File: config.mk
export PLATFORM = sky130hd
export DESIGN_NAME = motoro301_top
export DESIGN_NICKNAME = d
export VERILOG_FILES = /design/src/rtl/motoro301_top.sv
export SDC_FILE = /design/constraint.sdc
export NUM_CORES = 1
export LEC_CHECK = 0
export ABC_AREA = 1
export CAP_MARGIN = 10
export CORE_MARGIN = 1.5
export CORE_UTILIZATION = 45
export CTS_BUF_LIST = sky130_fd_sc_hd__clkbuf_8 sky130_fd_sc_hd__clkbuf_16
export CTS_CLUSTER_SIZE = 30
export DETAILED_ROUTE_END_ITERATION = 12
export GPL_TIMING_DRIVEN = 0
export PLACE_DENSITY = 0.74
export REMOVE_ABC_BUFFERS = 1
export SLEW_MARGIN = 25
export SYNTH_ARGS = -nofsm -noshare
export SYNTH_HDL_FRONTEND = slang
export SYNTH_SLANG_ARGS = --single-unit
File: constraint.sdc
create_clock -name clk50mhz -period 13.2 [get_ports clk50mhz]
set_input_delay 3.96 -clock clk50mhz [delete_from_list [all_inputs] [get_ports clk50mhz]]
set_output_delay 3.96 -clock clk50mhz [all_outputs]
set_load 0.05 [all_outputs]
File: src/rtl/motoro301_top.sv
// rtl/motoro301_top.sv - six-step 120-degree commutation sequencer with dead time
//
// Purpose: turns a requested electrical frequency into a six-step gate pattern
// for a three-phase bridge. Every commutation inserts a 50-clock all-off window.
// Optional feature macro: MOTORO301_UART_EN. It reports each new step index as
// ASCII '0'..'5' on uTx.
//
// Ports:
//   clk50mhz     in   50 MHz system clock
//   nReset       in   synchronous reset, active high
//   m3start      in   run enable (level, asynchronous)
//   m3invOrStop  in   direction, 1 = reverse (asynchronous)
//   m3freq[9:0]  in   electrical frequency in Hz
//   aH..cL       out  high/low-side gate drives, active high
//   tp01         out  one-clock strobe per commutation
//   tp02         out  dead-time window active
//   uTx          out  UART transmit line, idle high
//   led4[3:0]    out  {uart busy, step-0 toggle, reverse, running}
module motoro301_top (
  input  logic       clk50mhz,
  input  logic       nReset,
  input  logic       m3start,
  input  logic       m3invOrStop,
  input  logic [9:0] m3freq,
  output logic       aH,
  output logic       aL,
  output logic       bH,
  output logic       bL,
  output logic       cH,
  output logic       cL,
  output logic       tp01,
  output logic       tp02,
  output logic       uTx,
  output logic [3:0] led4
);

  localparam logic [5:0]  DEAD    = 6'd50;
  localparam logic [26:0] ACC_MOD = 27'd50_000_000;

  logic        start_s1_q, start_s2_q, start_prev_q;
  logic        inv_s1_q, inv_s2_q;
  logic [1:0]  sync_vld_q;
  logic        armed_q, armed_d;
  logic        running_q, running_d;
  logic [25:0] acc_q, acc_d;
  logic [2:0]  step_q, step_d;
  logic [5:0]  dead_q, dead_d;
  logic        tp01_q;
  logic        led2_q, led2_d;

  logic        active, start_rise, step_evt;
  logic [12:0] inc;
  logic [26:0] sum;
  logic        uart_busy;

  // A start edge only counts once the synchronized input has been seen low
  // after reset, so a start held high across reset does not restart the motor.
  assign start_rise = armed_q & start_s2_q & ~start_prev_q;
  assign active     = running_q & start_s2_q;
  assign inc        = {1'b0, m3freq, 2'b00} + {2'b00, m3freq, 1'b0};
  assign sum        = {1'b0, acc_q} + {14'd0, inc};
  assign step_evt   = active & ~start_rise & (m3freq != 10'd0) & (sum >= ACC_MOD);

  always_comb begin
    armed_d   = armed_q | (sync_vld_q[1] & ~start_s2_q);
    running_d = running_q;
    acc_d     = acc_q;
    step_d    = step_q;
    dead_d    = dead_q;
    led2_d    = led2_q;
    if (!start_s2_q) begin
      running_d = 1'b0;
    end else if (start_rise) begin
      running_d = 1'b1;
      acc_d     = 26'd0;
      step_d    = 3'd0;
      dead_d    = DEAD;
    end else if (active) begin
      if (dead_q != 6'd0) begin
        dead_d = dead_q - 6'd1;
      end
      if (m3freq != 10'd0) begin
        if (step_evt) begin
          acc_d  = sum[25:0] - ACC_MOD[25:0];
          dead_d = DEAD;
          if (inv_s2_q) begin
            step_d = (step_q == 3'd0) ? 3'd5 : step_q - 3'd1;
          end else begin
            step_d = (step_q == 3'd5) ? 3'd0 : step_q + 3'd1;
          end
          if (step_d == 3'd0) begin
            led2_d = ~led2_q;
          end
        end else begin
          acc_d = sum[25:0];
        end
      end
    end
  end

  always_ff @(posedge clk50mhz) begin
    if (nReset) begin
      start_s1_q   <= 1'b0;
      start_s2_q   <= 1'b0;
      start_prev_q <= 1'b0;
      inv_s1_q     <= 1'b0;
      inv_s2_q     <= 1'b0;
      sync_vld_q   <= 2'b00;
      armed_q      <= 1'b0;
      running_q    <= 1'b0;
      acc_q        <= 26'd0;
      step_q       <= 3'd0;
      dead_q       <= 6'd0;
      tp01_q       <= 1'b0;
      led2_q       <= 1'b0;
    end else begin
      start_s1_q   <= m3start;
      start_s2_q   <= start_s1_q;
      start_prev_q <= start_s2_q;
      inv_s1_q     <= m3invOrStop;
      inv_s2_q     <= inv_s1_q;
      sync_vld_q   <= {sync_vld_q[0], 1'b1};
      armed_q      <= armed_d;
      running_q    <= running_d;
      acc_q        <= acc_d;
      step_q       <= step_d;
      dead_q       <= dead_d;
      tp01_q       <= step_evt;
      led2_q       <= led2_d;
    end
  end

  // Gate outputs are decoded from registered state and qualified by the
  // synchronized start, so dropping start blanks the bridge immediately.
  always_comb begin
    {aH, aL, bH, bL, cH, cL} = 6'b000000;
    if (active && dead_q == 6'd0) begin
      case (step_q)
        3'd0:    {aH, bL} = 2'b11;
        3'd1:    {aH, cL} = 2'b11;
        3'd2:    {bH, cL} = 2'b11;
        3'd3:    {bH, aL} = 2'b11;
        3'd4:    {cH, aL} = 2'b11;
        3'd5:    {cH, bL} = 2'b11;
        default: {aH, aL, bH, bL, cH, cL} = 6'b000000;
      endcase
    end
  end

  assign tp01 = tp01_q;
  assign tp02 = active & (dead_q != 6'd0);
  assign led4 = {uart_busy, led2_q, inv_s2_q, running_q};

`ifdef MOTORO301_UART_EN
  localparam logic [8:0] BAUD_LAST = 9'd433;

  logic       tx_busy_q;
  logic [8:0] tx_baud_q;
  logic [3:0] tx_bit_q;
  logic [9:0] tx_shift_q;

  // Frame is {stop, data, start}, shifted out LSB first; ones fill behind it.
  always_ff @(posedge clk50mhz) begin
    if (nReset) begin
      tx_busy_q  <= 1'b0;
      tx_baud_q  <= 9'd0;
      tx_bit_q   <= 4'd0;
      tx_shift_q <= 10'h3FF;
    end else if (!tx_busy_q && step_evt) begin
      tx_busy_q  <= 1'b1;
      tx_baud_q  <= 9'd0;
      tx_bit_q   <= 4'd0;
      tx_shift_q <= {1'b1, 8'h30 + {5'd0, step_d}, 1'b0};
    end else if (tx_busy_q) begin
      if (tx_baud_q == BAUD_LAST) begin
        tx_baud_q <= 9'd0;
        if (tx_bit_q == 4'd9) begin
          tx_busy_q  <= 1'b0;
          tx_shift_q <= 10'h3FF;
        end else begin
          tx_bit_q   <= tx_bit_q + 4'd1;
          tx_shift_q <= {1'b1, tx_shift_q[9:1]};
        end
      end else begin
        tx_baud_q <= tx_baud_q + 9'd1;
      end
    end
  end

  assign uTx       = tx_shift_q[0];
  assign uart_busy = tx_busy_q;
`else
  assign uTx       = 1'b1;
  assign uart_busy = 1'b0;
`endif

endmodule

# --- After elaboration in Yosys (flattened, before gate mapping) ---
# Index checks and enable logic that the tools add are counted.
classes:
  add_sub_neg: 6
  mul: 0
  n_div: 0
  n_lt_le_gt_ge: 1
  n_eq_ne: 5
  shifts: 0
  mux: 34
  bitwise_logic: 13
  reduce_logical: 20
ops:
  columns: ["operator", "count"]
  rows:
  - ["$mux 26", 4]
  - ["$mux 3", 12]
  - ["$mux 6", 5]
  - ["$add 26x13->27", 1]
  - ["$ge 27x26->1 const B", 1]
  - ["$sub 26x26->26 const B", 1]
  - ["$reduce_or 2->1", 7]
  - ["$add 12x11->13", 1]
  - ["$mux 1", 13]
  - ["$reduce_bool 10->1", 1]
  - ["$and 1x1->1", 8]
  - ["$eq 3x2->1 const B", 2]
  - ["$eq 3x3->1 const B", 2]
  - ["$logic_not 3->1", 2]
  - ["$logic_not 6->1", 1]
  - ["$reduce_and 6->1", 1]
  - ["$reduce_bool 2->1", 3]
  - ["$reduce_bool 6->1", 1]
  - ["$sub 6x1->6 const B", 1]
  - ["$not 1->1", 4]
  - ["$reduce_and 4->1", 1]
  - ["$add 3x1->3 const B", 1]
  - ["$eq 3x1->1 const B", 1]
  - ["$reduce_and 3->1", 1]
  - ["other kinds (4)", 4]
word_totals:
  reg_bits: 46
  latch_bits: 0
  mem_bits_rw: 0
  mem_bits_ro: 0
  out_inout_bits: 13
  word_cells: 93
  mem_count: 0

# --- Depth between registers and ports, before layout ---
logic_depth:
  word_depth: 15
  depth_mapped: 25
  depth_no_buf: 25

# --- Worst setup path after synthesis ---
# Ideal clock, no wire load.
synth_timing:
  path_type: "in2reg"
  start: "input m3freq[0]"
  end: "register acc_q[12]"
  setup_ps: 110
  t_arrival_ps: 7040
  t_required_ps: 13090
  slack_ps: 6050
  path_stages: 24
  path_buffers: 2
  cell_sequence: "inv_1 fa_1 inv_1 ha_1 fa_1 nand2_1 nand2_1 nand3_1 nand2_1 xnor2_1 ha_1 nand3_1 nor2_1 nor2_1 nand2_1 nand2_2 nand2_1 nand3_2 buf_6 buf_6 nand4_1 nand3_1 nand2_1 inv_1"
synth_via:
  elab_chain_len: 8
  elab_cells_between_ends: 13
  cone_classes: "3 x add/sub; 1 x order compare; 4 x mux; 2 x bitwise; 3 x reduce/logical"
synth_lines:
  columns: ["element", "line_no", "rtl"]
  rows:
  - ["start, declared", "24", "input logic [9:0] m3freq,"]
  - ["$add 12x11->13", "60", "assign inc = {1'b0, m3freq, 2'b00} + {2'b00, m3freq, 1'b0};"]
  - ["$add 26x13->27", "61", "assign sum = {1'b0, acc_q} + {14'd0, inc};"]
  - ["$ge 27x26->1", "62", "assign step_evt = active & ~start_rise & (m3freq != 10'd0) & (sum >= ACC_MOD);"]
  - ["$and 1x1->1", "62", null]
  - ["$mux 26", "83", "if (step_evt) begin"]
  - ["$mux 26", "82", "if (m3freq != 10'd0) begin"]
  - ["$mux 26", "78", "end else if (active) begin"]
  - ["$mux 26", "73", "end else if (start_rise) begin"]
  - ["end signal, assigned", "111", "acc_q <= 26'd0;"]
  - ["end signal, assigned", "125", "acc_q <= acc_d;"]
  - ["end, declared", "45", "logic [25:0] acc_q, acc_d;"]
# Parallel ways exist; a longest one is shown, timed or not. The select of a mux whose other input is x is not followed.
# A chain may end at the register's enable or synchronous reset.

# --- Worst setup path after layout ---
layout_timing:
  start: "input m3freq[0]"
  end: "register step_q[2]"
layout_via:
  elab_chain_len: 6
  elab_cells_between_ends: 9
  cone_classes: "2 x add/sub; 1 x order compare; 2 x bitwise; 4 x reduce/logical"
layout_lines:
  columns: ["element", "line_no", "rtl"]
  rows:
  - ["$add 12x11->13", "60", null]
  - ["$add 26x13->27", "61", null]
  - ["$ge 27x26->1", "62", null]
  - ["$and 1x1->1", "62", null]
  - ["$reduce_bool 2->1 (no source line)", null, null]
  - ["$reduce_and 4->1 (no source line) *", null, null]
  - ["end signal, assigned", "126", "step_q <= step_d;"]
  - ["end, declared", "46", "logic [2:0] step_q, step_d;"]
# Mark *: on every way between the ends. The rest lies on a longest branch, timed or not.

==> metrics <==
hold path cells=2; clock sink count=45; routed vias=4,275; number of buffer cells added on primary ports=24; Detail Route Antenna Nets=0; share of the synthesized area in the top cell type=21.8%; leading area contributor after synthesis=dfxtp_1; Post-CTS Setup Bufs=0; Ports=27; Post-synth EDFFs=0; Cell Area, Synth=0.00414 sq mm; MaxCap Viol Count=0; startpoint types=primary input; fin cells=805; Slew @ Worst Pin=0.980 ns; initial antenna violation count=0; Max FO, Critical Path=30; post_cts resized=0; Warnings, synthesis=0; synth unique cells=40; Register Area=901 sq um; Synth Area per Inst=6.06 sq um; DR WL met2=5060 um; CTS Buffer Depth=2; vias in the first global route=4,154; DP Wirelength=8150 um; unrepaired setup endpoints after global routing=false; Rows=34; WHS=0.412 ns; overall die height=98.9 um; DR top layer=met4; Die ar.=0.00978 sq mm; drc violations=0; Clk pin slew, worst setup/hold paths=0.10 ns; RePlAce Congestion=0.955; DP Cell Count=797; clock root buffer=clkbuf_8; power density over the cells=70.1 mW/mm^2; Critical Path AT=8.97 ns; asr flop ratio synth=0%; Iteration-0 DRC Markers=301; min cycle time layout=8.79 ns; Worst VDD drop=57.4 uV; Leak=2.14 nW; cells on worst reg2reg path=22; TritonCTS clock tree=yes; area of the multi-input gates=0.00274 sq mm; total track usage=23.3%; final setup fails=0; final clock skew=0.0125 ns; CP Class=in2reg; first-pass iteration count of the detailed router=4; WP data required=13.38 ns; H-Tree Level Count=2; Synth area leaders=dfxtp_1 (22%), nand2_1 (19%), nand3_1 (9.0%); share of layout cells above drive strength 1=5.60%; Final WS setup=4.41 ns; drt via density=5.31; most frequent cells in the layout=nand2_1 (207), inv_1 (97), nand3_1 (74); hold crit path type=reg2reg; register area share after synthesis=21.8%; Die X=98.9 um; insertion delay to the later sink of the worst-skew pair=0.32 ns; status=finished clean; worst slack, placed=4.15 ns; Fin. Hold Viols=0; gr ovfl total=0; Relative slew margins=34.2%; Initial Util=47.0%; routed wire length=10,700 um; fin nets=742; Syn Inst Count=683; Top FF cell, synth=dfxtp_1; Syn-to-layout area delta=8.68%; Tcrit/Tclk final=66.6%; setup TNS=0 ns; Fmax=0.114 GHz; largest net degree at the start of global routing=37; placeable core area=0.00881 sq mm; Worst Setup End Kind=flop; wire length per cell=13.3 um; fin. max-slew vios=0; first-pass GRT wire length=18,800 um; CTS buffer count=5; Seq cells post-synth=45; fill count=903; Post-CTS Hold Buffers=0; WL met1=4710 um; ANT cells=0; commonest non-fill, non-tap cell in the layout=nand2_1; WL met3=802 um
critical path, cell delays in order:
cell             delay (ns)
clkdlybuf4s50_1        0.49
inv_1                  0.09
fa_1                   0.53
inv_1                  0.04
ha_1                   0.25
fa_1                   0.42
nand2_1                0.09
nand2_1                0.09
nand3_1                0.09
nand2_1                0.19
xnor2_1                0.31
ha_1                   0.25
nand3_1                0.11
nor2_1                 0.24
nor2_1                 0.07
nand2_1                0.09
nand2_2                0.08
nand2_1                0.09
nand3_2                0.48
nand2_2                0.52
nand2_2                0.20
o21ai_0                0.23
nor2_1                 0.06
metrics by stage:
stage | area, sq um | utilization (%) | total power [mW]
finish | 4500 | 51.1 | 0.315
global route | 4500 | 51.1 | 0.332
CTS | 4490 | 51.0 | 0.316
detailed placement | 4390 | 49.9 | 0.217
global placement | 4400 | 49.9 | 0.216
floorplan | 4020 | - | 0.195
sequential cells by signal, indices dropped and copies added, names as in the netlist:
name and cells:
acc_q 25, armed_q 1, dead_q 6, inv_s1_q 1, inv_s2_q 1, led2_q 1, running_q 1, start_prev_q 1
start_s1_q 1, start_s2_q 1, step_q 3, sync_vld_q 2, tp01 1
layer usage:
metal | GRT usage, % | vias to the layer above
li1 | - | 2185
met1 | 29.9 | 1932
met2 | 40.9 | 147
met3 | 3.76 | 11
met4 | 5.60 | 0
met5 | 0 | -
layout make-up:
| type | count | area share, % |
|---|---|---|
| repair buffers | 24 | 5.23 |
| multi-input cells | 517 | 61.0 |
| flip-flops and latches | 45 | 20.0 |
| well taps | 108 | 3.01 |
| clock inverters | 3 | 0.640 |
| inverters | 103 | 8.60 |
| clock buffers | 5 | 1.53 |
cell usage after synthesis (3+ instances only):
| cell type | instances |
|---|---|
| nor3_1 | 10 |
| nand3_1 | 74 |
| o21ai_0 | 22 |
| nand2_1 | 207 |
| inv_2 | 3 |
| nand3b_1 | 7 |
| xor2_1 | 7 |
| clkinv_1 | 3 |
| nor2_1 | 62 |
| nor2_4 | 3 |
| nand2_2 | 12 |
| buf_4 | 6 |
| dfxtp_1 | 45 |
| and2_1 | 4 |
| buf_6 | 3 |
| a21oi_1 | 40 |
| nand4_1 | 12 |
| inv_1 | 97 |
| fa_1 | 10 |
| ha_1 | 22 |
| clkbuf_1 | 8 |
kinds of logic (layout without fill, tap and decap cells):
group / after synthesis / count (layout) / share of synthesized area, %
simple gates: 399 / 399 / 42.4
fa+ha+maj: 32 / 32 / 11.5
flops: 45 / 45 / 21.8
xor+xnor: 10 / 10 / 2.30
other cells: 2 / 2 / 0.182
buf+inv: 121 / 135 / 12.1
compound gates: 74 / 74 / 9.74
report_power, final:
part           leakage, nW  internal (mW)  switching [mW]  total [mW]
Sequential           0.364          0.138         0.00120       0.139
Clock               0.0511         0.0401          0.0594      0.0995
Combinational         1.72         0.0258          0.0511      0.0769
path summary, 6_finish.rpt:
check | startpoint | slack (ns) | to
setup / recovery | m3freq[0] | 4.41 | step_q[2]
hold / removal | inv_s1_q | 0.41 | inv_s2_q
setup reg to reg | acc_q[2] | 8.32 | step_q[2]
hold reg to reg | inv_s1_q | 0.41 | inv_s2_q
Note: power is estimated with default switching activity, not from simulation.
